**config.mk**
```make
export PLATFORM = sky130hd
export DESIGN_NAME = mic_array_dma
export DESIGN_NICKNAME = d
export VERILOG_FILES = /design/src/rtl/mic_dma_pkg.sv /design/src/rtl/mic_dma_addr_gen.sv /design/src/rtl/mic_array_dma.sv
export SDC_FILE = /design/constraint.sdc
export NUM_CORES = 1
export LEC_CHECK = 0
export ABC_AREA = 1
export ABC_CLOCK_PERIOD_IN_PS = 2840
export BUFFER_PORTS_ARGS = -buffer_cell sky130_fd_sc_hd__buf_2
export CAP_MARGIN = 20
export CORE_MARGIN = 8
export CORE_UTILIZATION = 35
export DETAILED_ROUTE_END_ITERATION = 8
export PLACE_DENSITY = 0.67
export SLEW_MARGIN = 30
export SYNTH_ARGS = -nofsm -noshare
export SYNTH_HDL_FRONTEND = slang
export SYNTH_HIERARCHICAL = 1
export SYNTH_SLANG_ARGS = --single-unit
```
**constraint.sdc**
```tcl
create_clock -name CLK -period 2.84 [get_ports CLK]
set_input_delay 0.568 -clock CLK [delete_from_list [all_inputs] [get_ports CLK]]
set_output_delay 0.568 -clock CLK [all_outputs]
set_load 0.1 [all_outputs]
```
**src/rtl/mic_dma_pkg.sv**
```systemverilog
// Shared types and default parameters for the microphone-array DMA engine.
package mic_dma_pkg;

  localparam int NUM_CH_DEF = 4;
  localparam int DATA_W_DEF = 32;
  localparam int ADDR_W_DEF = 32;
  localparam int CNT_W_DEF  = 24;

  typedef enum logic [2:0] {
    IDLE       = 3'd0,
    ARM        = 3'd1,
    WAIT_FRAME = 3'd2,
    WRITE      = 3'd3,
    NEXT       = 3'd4,
    FIN        = 3'd5
  } state_t;

endpackage

```
**src/rtl/mic_dma_addr_gen.sv**
```systemverilog
// Incremental address generator: a per-sample row pointer plus a per-channel
// pointer that walks the channel regions by adding the stride, no multiplier.
module mic_dma_addr_gen #(
  parameter int ADDR_W = 32
) (
  input  logic              CLK,
  input  logic              RESET,
  input  logic [ADDR_W-1:0] base_i,
  input  logic [ADDR_W-1:0] stride_i,
  input  logic              row_init_i,
  input  logic              row_step_i,
  input  logic              frame_load_i,
  input  logic              ch_step_i,
  output logic [ADDR_W-1:0] addr_o
);

  logic [ADDR_W-1:0] row_q, row_d;
  logic [ADDR_W-1:0] addr_q, addr_d;

  always_comb begin
    row_d  = row_q;
    addr_d = addr_q;
    if (row_init_i)      row_d = base_i;
    else if (row_step_i) row_d = row_q + ADDR_W'(4);
    // row_q is base + 4*idx; each channel step adds one region length
    if (frame_load_i)    addr_d = row_q;
    else if (ch_step_i)  addr_d = addr_q + stride_i;
  end

  always_ff @(posedge CLK) begin
    if (RESET) begin
      row_q  <= '0;
      addr_q <= '0;
    end else begin
      row_q  <= row_d;
      addr_q <= addr_d;
    end
  end

  assign addr_o = addr_q;

endmodule

```
**src/rtl/mic_array_dma.sv**
```systemverilog
// Microphone-array DMA: each sample_valid frame is written channel by channel
// into per-channel regions over an Avalon-MM write master.
//
// state      | meaning
// IDLE       | waiting for start, configuration latched on launch
// ARM        | empty-run check, row pointer initialised
// WAIT_FRAME | waiting for the next sample_valid frame
// WRITE      | issuing one write per channel back to back
// NEXT       | advance sample index, decide end of run
// FIN        | run complete, held until start drops
module mic_array_dma
  import mic_dma_pkg::*;
#(
  parameter int NUM_CH = NUM_CH_DEF,
  parameter int DATA_W = DATA_W_DEF,
  parameter int ADDR_W = ADDR_W_DEF,
  parameter int CNT_W  = CNT_W_DEF,
  localparam int CH_W  = (NUM_CH > 1) ? $clog2(NUM_CH) : 1
) (
  input  logic                CLK,
  input  logic                RESET,
  output logic [ADDR_W-1:0]   AM_ADDR,
  output logic                AM_WRITE,
  output logic [DATA_W-1:0]   AM_WRITEDATA,
  output logic [DATA_W/8-1:0] AM_BYTEENABLE,
  output logic [2:0]          AM_BURSTCOUNT,
  input  logic                AM_WAITREQUEST,
  input  logic [DATA_W-1:0]   mic_data,
  output logic [CH_W-1:0]     select,
  input  logic                sample_valid,
  input  logic                start,
  input  logic                abort,
  input  logic [ADDR_W-1:0]   start_address,
  input  logic [CNT_W-1:0]    number_samples,
  output logic                busy,
  output logic                FINISHED,
  output logic                overrun
);

  state_t            state_q, state_d;
  logic [ADDR_W-1:0] base_q, base_d;
  logic [ADDR_W-1:0] stride_q, stride_d;
  logic [CNT_W-1:0]  total_q, total_d;
  logic [CNT_W-1:0]  idx_q, idx_d;
  logic [CH_W-1:0]   ch_q, ch_d;
  logic              overrun_q, overrun_d;
  logic              abort_q, abort_d;

  logic wr_done, last_ch, last_idx, abort_pend;
  logic row_init, row_step, frame_load, ch_step;

  assign wr_done    = (state_q == WRITE) && !AM_WAITREQUEST;
  assign last_ch    = (ch_q == CH_W'(NUM_CH - 1));
  assign last_idx   = ((idx_q + CNT_W'(1)) == total_q);
  assign abort_pend = abort_q || abort;

  always_comb begin
    state_d    = state_q;
    base_d     = base_q;
    stride_d   = stride_q;
    total_d    = total_q;
    idx_d      = idx_q;
    ch_d       = ch_q;
    overrun_d  = overrun_q;
    abort_d    = 1'b0;
    row_init   = 1'b0;
    row_step   = 1'b0;
    frame_load = 1'b0;
    ch_step    = 1'b0;

    case (state_q)
      IDLE: begin
        if (start && !abort) begin
          base_d    = start_address;
          total_d   = number_samples;
          stride_d  = ADDR_W'(number_samples) << 2;
          idx_d     = '0;
          ch_d      = '0;
          overrun_d = 1'b0;
          state_d   = ARM;
        end
      end
      ARM: begin
        if (abort)                state_d = IDLE;
        else if (total_q == '0)   state_d = FIN;
        else begin
          row_init = 1'b1;
          state_d  = WAIT_FRAME;
        end
      end
      WAIT_FRAME: begin
        if (abort) state_d = IDLE;
        else if (sample_valid) begin
          ch_d       = '0;
          frame_load = 1'b1;
          state_d    = WRITE;
        end
      end
      WRITE: begin
        if (sample_valid) overrun_d = 1'b1;
        // an abort seen during a stall is remembered until the write lands
        abort_d = abort_pend && !wr_done;
        if (wr_done) begin
          if (abort_pend) state_d = IDLE;
          else if (!last_ch) begin
            ch_d    = ch_q + CH_W'(1);
            ch_step = 1'b1;
          end else begin
            ch_d    = '0;
            state_d = NEXT;
          end
        end
      end
      NEXT: begin
        if (sample_valid) overrun_d = 1'b1;
        if (abort)         state_d = IDLE;
        else if (last_idx) state_d = FIN;
        else begin
          idx_d    = idx_q + CNT_W'(1);
          row_step = 1'b1;
          state_d  = WAIT_FRAME;
        end
      end
      FIN: begin
        if (abort || !start) state_d = IDLE;
      end
      default: state_d = IDLE;
    endcase
  end

  always_ff @(posedge CLK) begin
    if (RESET) begin
      state_q   <= IDLE;
      base_q    <= '0;
      stride_q  <= '0;
      total_q   <= '0;
      idx_q     <= '0;
      ch_q      <= '0;
      overrun_q <= 1'b0;
      abort_q   <= 1'b0;
    end else begin
      state_q   <= state_d;
      base_q    <= base_d;
      stride_q  <= stride_d;
      total_q   <= total_d;
      idx_q     <= idx_d;
      ch_q      <= ch_d;
      overrun_q <= overrun_d;
      abort_q   <= abort_d;
    end
  end

  mic_dma_addr_gen #(.ADDR_W(ADDR_W)) u_addr_gen (
    .CLK          (CLK),
    .RESET        (RESET),
    .base_i       (base_q),
    .stride_i     (stride_q),
    .row_init_i   (row_init),
    .row_step_i   (row_step),
    .frame_load_i (frame_load),
    .ch_step_i    (ch_step),
    .addr_o       (AM_ADDR)
  );

  assign AM_WRITE      = (state_q == WRITE);
  assign AM_WRITEDATA  = mic_data;
  assign AM_BYTEENABLE = '1;
  assign AM_BURSTCOUNT = 3'd1;
  assign select        = (state_q == WRITE) ? ch_q : '0;
  assign busy          = (state_q != IDLE) && (state_q != FIN);
  assign FINISHED      = (state_q == FIN);
  assign overrun       = overrun_q;

endmodule

```
==> results of run 1 <==
==> per-stage QoR <==
stage | TNS, ps | worst slack (ps) | hold WS, ps
floorplan | 0 | 94.92 | 449.5
global placement | 0 | 124.3 | 464.8
detailed placement | 0 | 67.00 | 471.6
CTS | 0 | 45.74 | 360.6
global route | -44.71 | -22.88 | 381.0
finish | 0 | 198.8 | 376.9
==> repair_timing <==
item / CTS / global route
endpoints found under the setup margin: 0 / 52
hold endpoints to repair: 0 / 0
setup buffers: 0 / 4
resized for setup: 0 / 30
==> critical path: stages (launching register included) <==
cell and delay, ps:
dfxtp_4 370, ha_4 140, nand2_2 80, nor2_4 230, buf_4 160, nand3_1 70, nand3_1 90, nand2_1 50
inv_1 40, nand2_1 50, nor2_2 140, nand3_1 130, nor2_4 120, nand2_2 80, nand2_2 80, inv_2 70
inv_2 60, nor2_1 50, buf_4 170, buf_4 130, nand3_1 90, a31oi_1 90
==> kinds of logic (layout without fill, tap and decap cells) <==
group                    after synthesis  after routing
adder cells (fa/ha/maj)               35             35
buffers and inverters                317            388
AND/OR/NAND/NOR                      922            922
other                                  2             16
AO/OA/AOI/OAI                        264            264
XOR/XNOR                              39             39
flip-flops                           151            151
==> worst paths after layout <==
kind | end | slack (ps) | start
max | u_addr_gen/row_q[12] | 200 | idx_q[0]
min | base_q[2] | 380 | start_address[2]
max reg2reg | u_addr_gen/row_q[12] | 200 | idx_q[0]
min reg2reg | base_q[4] | 480 | base_q[4]
==> power groups by stage <==
stage                     clock network [mW]  registers (mW)  logic, mW
after floorplan                            0            2.38      0.885
after global placement                     0            2.43      0.886
after detailed placement                   0            2.44      0.900
after CTS                               2.31            2.39      0.904
after global routing                    2.39            2.40       1.02
final                                   2.25            2.39      0.912
==> per-layer routing <==
metal	global-route usage	wire, um	vias up
li1	-	-	5640
met1	0.2480	15440	5099
met2	0.3095	15890	375
met3	0.03072	2049	66
met4	0.08920	1304	0
met5	0	0	-
==> flip-flops by register name, summed over array words and instances, names as in the netlist <==
name and cells:
base_q 32, ch_q 2, total_q 24, u_addr_gen/addr_o 32, state_q 3, overrun 1, idx_q 24, abort_q 1
u_addr_gen/row_q 32
==> synth_stat cells (2+ instances only) <==
library cell / n / area, sq um
xnor2_1: 11 / 96.34
clkbuf_1: 43 / 161.4
nand2_2: 22 / 137.6
nor2_2: 9 / 56.30
ha_1: 34 / 425.4
nand2_1: 491 / 1843
o21bai_1: 3 / 22.52
nand3_2: 3 / 30.03
o21ai_0: 71 / 355.3
and2_1: 2 / 12.51
a31oi_1: 20 / 125.1
nand3_1: 128 / 640.6
nor4_1: 4 / 25.02
nor2_1: 204 / 765.7
buf_2: 5 / 25.02
inv_2: 8 / 30.03
nand4_1: 16 / 100.1
inv_1: 214 / 803.3
buf_6: 2 / 22.52
nor3_1: 21 / 105.1
xor2_1: 26 / 227.7
buf_4: 39 / 292.8
a21oi_1: 105 / 525.5
o21ai_1: 7 / 35.03
buf_1: 3 / 11.26
dfxtp_1: 151 / 3023
a22oi_1: 36 / 270.3
conb_1: 2 / 7.510
nand3b_1: 4 / 30.03
a21oi_2: 15 / 131.4
nor2_4: 9 / 101.4
nand2_4: 2 / 22.52
nor3_2: 2 / 20.02
==> layout make-up <==
class / instances / area [sq um]
well taps: 396 / 495.5
flip-flops and latches: 151 / 3042
multi-input cells: 1276 / 6424
clock inverters: 13 / 138.9
inverters: 223 / 837.1
repair buffers: 133 / 788.3
clock buffers: 19 / 442.9
fillers: 3236 / 18180
==> metrics.txt, run 1 <==
post-synthesis xor/xnor area fraction 0.03468; number of diodes 0; PortBufs 99; Worst Skew 16.34 ps; placeable core area 30350 sq um; grt ovf 0; Max-cap violations 0; peak supply drop 0.3312 mV; register bit total from synthesis 151; TritonCTS clock tree done; internal power 3.803 mW; number of global-route vias before repair 10742; type of the worst min-delay path in2reg; largest net degree at the start of global routing 52; Clk pwr share 0.405; critical path data required time 3160 ps; io pins 171; DIE AREA 36360 sq um; combinational share of power 0.164; P_sw 1.747 mW; layout cells sized above 1 0.1499; initial antenna violation count 0; most common cell after layout, fill and taps aside nand2_1; RSZ-0062 raised after global routing true; critical path class reg2reg; Post-Layout Cell Count 2211; clk buf depth 2; global-route wire length before repair 56250 um; Slew Viols, Final 0; largest family of logic cells by synthesized area simple AND/OR/NAND/NOR gates; Pleak 5.625 nW; simple-gate area share of the yosys netlist 0.3694; hold path depth 3; Die Wd 190.7 um; initial core utilization 0.3519; Sw Ratio 0.3147; GRT Total Usage 0.1920; Post-synth EDFFs 0; final antenna-violating net count 0; fin crit share 0.9300; Worst R2R Path Depth 21; Vias/cell 5.057; Cell Area, Placed 11480 sq um; commonest cells after routing, fill and taps aside 485 x nand2_1, 212 x inv_1, 194 x nor2_1; final core utilization 0.4009; Seq/Total Area, Yosys 0.2830; Power Dens Cells 456.1 nW/um^2; Die Y 190.7 um; Data arrival, critical path 2960 ps; TritonCTS buffer count 17; Initial DRC Count 1094; nets 1931; Yosys cell types 51; Routed WL 34690 um; area grow syn2layout 13.93%; worst skew pair latency 440 ps; status finished clean; Post-Synthesis Cells 1730; Max Fclk 378.6 MHz; CTS Hold Bufs 0; final setup fails 0; H-tree Lvls 4; via count 11180; Routed WL per cell 15.69 um; CTS root buf clkbuf_16; multiplexer share of the synthesized area 0; sequential power share 0.431; first drt pass iteration count 7; Async SR Flop Fraction 0; Syn Std Cell Area 10680 sq um; Final Hold Vio Count 0; Synth Area in Adders 0.04171; Synth Area per Inst 6.174 sq um; startpoint types flip-flop; clk slew on worst S/H paths 60 ps; Design Power 5.550 mW; design area 12170 sq um; Crit Path Max Fanout 7; placed insts 2175; DPL Wire Length 27190 um; row cnt 64; gpl congestion 0.9866; Tmin final 2641 ps; CTS Sinks 151; Ys Warns 6; max_slew headroom 0.6325; Worst setup EP type flip-flop; actual slew at the worst max-slew pin 547.8 ps; top_reg_cell synth dfxtp_1; DRC Markers 0; Compound-Gate Fraction of Synth Area 0.1422
Power figures use the tool's default switching activity.
==> run 2: changes to the inputs <==
- SYNTH_HIERARCHICAL: 1 -> default
==> run 2 against run 1 <==
Clock skew shrank 4.7 ps. Count of clock-buffer cells in the layout down 1. Largest cell class unchanged. Maximum frequency up 1.7%. Critical path type unchanged. First-iteration DRC count is 26% lower. Sequential share of layout area up 2.1 points. Die area down 7.4%.
==> metrics.txt, run 2 <==
clk buf depth 2 (unchanged); Vias/cell 5.074 (was 5.057); layout cells sized above 1 0.1252 (was 0.1499); Max-cap violations 0 (unchanged); dominant cells by area after synthesis dfxtp_1 31%, nand2_1 16%, nor2_1 7.8%, nand3_1 7.2%, a21oi_1 5.7% (was dfxtp_1 28%, nand2_1 17%, inv_1 7.5%, nor2_1 7.2%, nand3_1 6.0%); area grow syn2layout 13.68% (was 13.93%); worst skew pair latency 440 ps (about the same); internal power 4.211 mW (was 3.803 mW); Commonest cells post-synth 421 x nand2_1, 204 x nor2_1, 151 x dfxtp_1 (was 491 x nand2_1, 214 x inv_1, 204 x nor2_1); TritonCTS buffer count 17 (unchanged); cell type with the largest total area after synthesis dfxtp_1 (unchanged); io pins 171 (unchanged); clk slew on worst S/H paths 70 ps (was 60 ps); DIE AREA 33670 sq um (was 36360 sq um); RR Startpoint idx_q[0] (unchanged); status finished clean (unchanged); Crit Path Max Fanout 48 (was 7); sequential power share 0.394 (was 0.431); first drt pass iteration count 5 (was 7); Yosys cell types 44 (was 51); Worst Skew 11.62 ps (was 16.34 ps); WP depth 17 (was 21); Ys Warns 0 (was 6); Sw Ratio 0.3368 (was 0.3147); Power Dens Cells 568.8 nW/um^2 (was 456.1 nW/um^2); reg-to-reg slack, setup 240 ps (was 200 ps); Async SR Flop Fraction 0 (unchanged); peak supply drop 0.4369 mV (was 0.3312 mV); final setup fails 0 (unchanged); PortBufs 99 (unchanged); most common cell after layout, fill and taps aside nand2_1 (unchanged); Fin Hold WS 349.4 ps (was 376.9 ps); FF-to-FF End idx_q[20] (was u_addr_gen/row_q[12]); startpoint types flip-flop (unchanged); crit-path cells ha_2, nand3_1, nor2_4, nand3_1, nand2_1, nand2_1, nand2_1, nand2_1, nor2_1, nand3_1, nor2_1, nand2_2, nand2_1, nand2_1, buf_12, a21oi_1, nor2_1 (was ha_4, nand2_2, nor2_4, buf_4, nand3_1, nand3_1, nand2_1, inv_1, nand2_1, nor2_2, nand3_1, nor2_4, nand2_2, nand2_2, inv_2, inv_2, nor2_1, buf_4, buf_4, nand3_1, a31oi_1); register bit total from synthesis 151 (unchanged); max_slew headroom 0.4992 (was 0.6325); placeable core area 27710 sq um (was 30350 sq um); Data arrival, critical path 2920 ps (was 2960 ps); final core utilization 0.4029 (was 0.4009); DPL Wire Length 22840 um (was 27190 um); slowest stage cell on the critical path dfxtp_1 (was dfxtp_4); CTS Hold Bufs 0 (unchanged); Slew Viols, Final 0 (unchanged); most repeated library cell on the critical path nand2_1 (was nand3_1); Initial DRC Count 807 (was 1094); TritonCTS clock tree done (unchanged); largest net degree at the start of global routing 63 (was 52); final antenna-violating net count 0 (unchanged); Syn Std Cell Area 9819 sq um (was 10680 sq um); Hold Path Sink base_q[21] (was base_q[2]); number of global-route vias before repair 9496 (was 10742); critical path data required time 3160 ps (about the same); postcts setup bufs 0 (unchanged); Final Hold Vio Count 0 (unchanged); combinational share of power 0.222 (was 0.164); via count 10061 (was 11180); hold path depth 3 (unchanged); CTS Sinks 151 (unchanged); Worst setup EP type flip-flop (unchanged); actual slew at the worst max-slew pin 751.1 ps (was 547.8 ps); Die Wd 183.5 um (was 190.7 um); hold_sp start_address[21] (was start_address[2]); DRC Markers 0 (unchanged); post-synth top area share 0.3078 (was 0.2830); GRT Total Usage 0.1774 (was 0.1920); setup_tns 0 ps (unchanged); H-tree Lvls 4 (unchanged); type of the worst min-delay path in2reg (unchanged); most frequent cell after synthesis nand2_1 (unchanged); Die Y 183.5 um (was 190.7 um); fin crit share 0.9142 (was 0.9300); grt ovf 0 (unchanged); initial antenna violation count 0 (unchanged); top_reg_cell synth dfxtp_1 (unchanged); Post-synth EDFFs 0 (unchanged); Clk pwr share 0.384 (was 0.405); Buf/Inv on CP 1 (was 6); Synth Area per Inst 6.343 sq um (was 6.174 sq um); initial core utilization 0.3544 (was 0.3519); Post-Synthesis Cells 1548 (was 1730); critical path class reg2reg (unchanged); global-route wire length before repair 48600 um (was 56250 um); Seq/Total Area, Yosys 0.3078 (was 0.2830); Pleak 4.749 nW (was 5.625 nW); Routed WL per cell 15.39 um (was 15.69 um); Max Fclk 385.2 MHz (was 378.6 MHz); number of diodes 0 (unchanged); gpl congestion 0.9367 (was 0.9866); commonest cells after routing, fill and taps aside 420 x nand2_1, 192 x nor2_1, 149 x dfxtp_1 (was 485 x nand2_1, 212 x inv_1, 194 x nor2_1); Tmin final 2596 ps (was 2641 ps); Max stage delay on crit path 340 ps (was 370 ps); Post-CTS Resized 0 (unchanged); P_sw 2.139 mW (was 1.747 mW); Routed WL 30520 um (was 34690 um); nets 1714 (was 1931); row cnt 61 (was 64); CTS root buf clkbuf_16 (unchanged); Worst R2R Path Depth 17 (was 21); Top Family by Delay on Critical Path simple AND/OR/NAND/NOR gates (unchanged)
-- run 2: cell types whose count changed in the layout (fill, tap and decap cells not counted), sizes merged, moves of 7 or more --
cell and change:
nand2 -91, a21oi -8, inv -102, nor3 -8, a22oi -35, conb -9
o21ai +15, nand3 +9, ha -7, a31oi +9, nor2 -10
-- run 2: stage by stage --
| step | area [sq um] | setup WS [ps] | total power [mW] | std cells |
|---|---|---|---|---|
| 2_1_floorplan | 9856 | 65.82 | 3.773 | 1553 |
| 3_3_place_gp | 10520 | 149.5 | 3.910 | 1951 |
| 3_5_place_dp | 10520 | 76.94 | 3.930 | 1951 |
| 4_1_cts | 11130 | 72.91 | 6.350 | 1983 |
| 5_1_grt | 11160 | -2.026 | 6.669 | 1983 |
| 6_report | 11160 | 243.8 | 6.350 | 1983 |
-- run 2: cells by family after synthesis --
family	count (synthesis)	synth area share
xor+xnor	54	0.05543
buf+inv	225	0.1050
other cells	2	0.0007648
flops	151	0.3078
fa+ha+maj	28	0.03644
simple gates	828	0.3517
compound gates	260	0.1428
-- run 2: worst max path at each step --
stage,startpoint,end,slack [ps]
after floorplan,u_addr_gen.addr_o[5],u_addr_gen.addr_o[24],70
after global placement,total_q[0],u_addr_gen.addr_o[30],150
after detailed placement,total_q[0],u_addr_gen.addr_o[30],80
after CTS,total_q[0],u_addr_gen.addr_o[30],70
after global routing,idx_q[0],idx_q[17],-2
final,idx_q[0],idx_q[20],240
-- run 2: final cells by class --
cell class              count  area, sq um
flip-flops and latches    151         3025
clock inverters            14        183.9
repair buffers            127        775.7
well taps                 378        473.0
fillers                  2958        16540
multi-input cells        1177         5833
clock buffers              18        429.2
inverters                 118        442.9
-- run 2: worst reg2reg max path: stages, from the launching register on --
cell and delay [ps]:
dfxtp_1 340, ha_2 220, nand3_1 170, nor2_4 210
nand3_1 160, nand2_1 140, nand2_1 60, nand2_1 60
nand2_1 80, nor2_1 100, nand3_1 80, nor2_1 180
nand2_2 100, nand2_1 70, nand2_1 80, buf_12 180
a21oi_1 200, nor2_1 70
-- run 2: routing by layer --
metal | vias up | part of all wire | track usage | wire, um
met5 | - | 0 | 0 | 0
met1 | 4585 | 0.46 | 0.2350 | 13990
met4 | 0 | 0.030 | 0.07352 | 927
li1 | 5094 | - | - | -
met2 | 332 | 0.44 | 0.2784 | 13490
met3 | 50 | 0.069 | 0.03399 | 2107
-- run 2: power groups by stage --
stage          registers (mW)  logic, mW  clock network, mW
6_report                 2.50       1.41               2.44
5_1_grt                  2.53       1.59               2.55
4_1_cts                  2.50       1.39               2.46
3_5_place_dp             2.55       1.38                  0
3_3_place_gp             2.55       1.37                  0
2_1_floorplan            2.48       1.29                  0
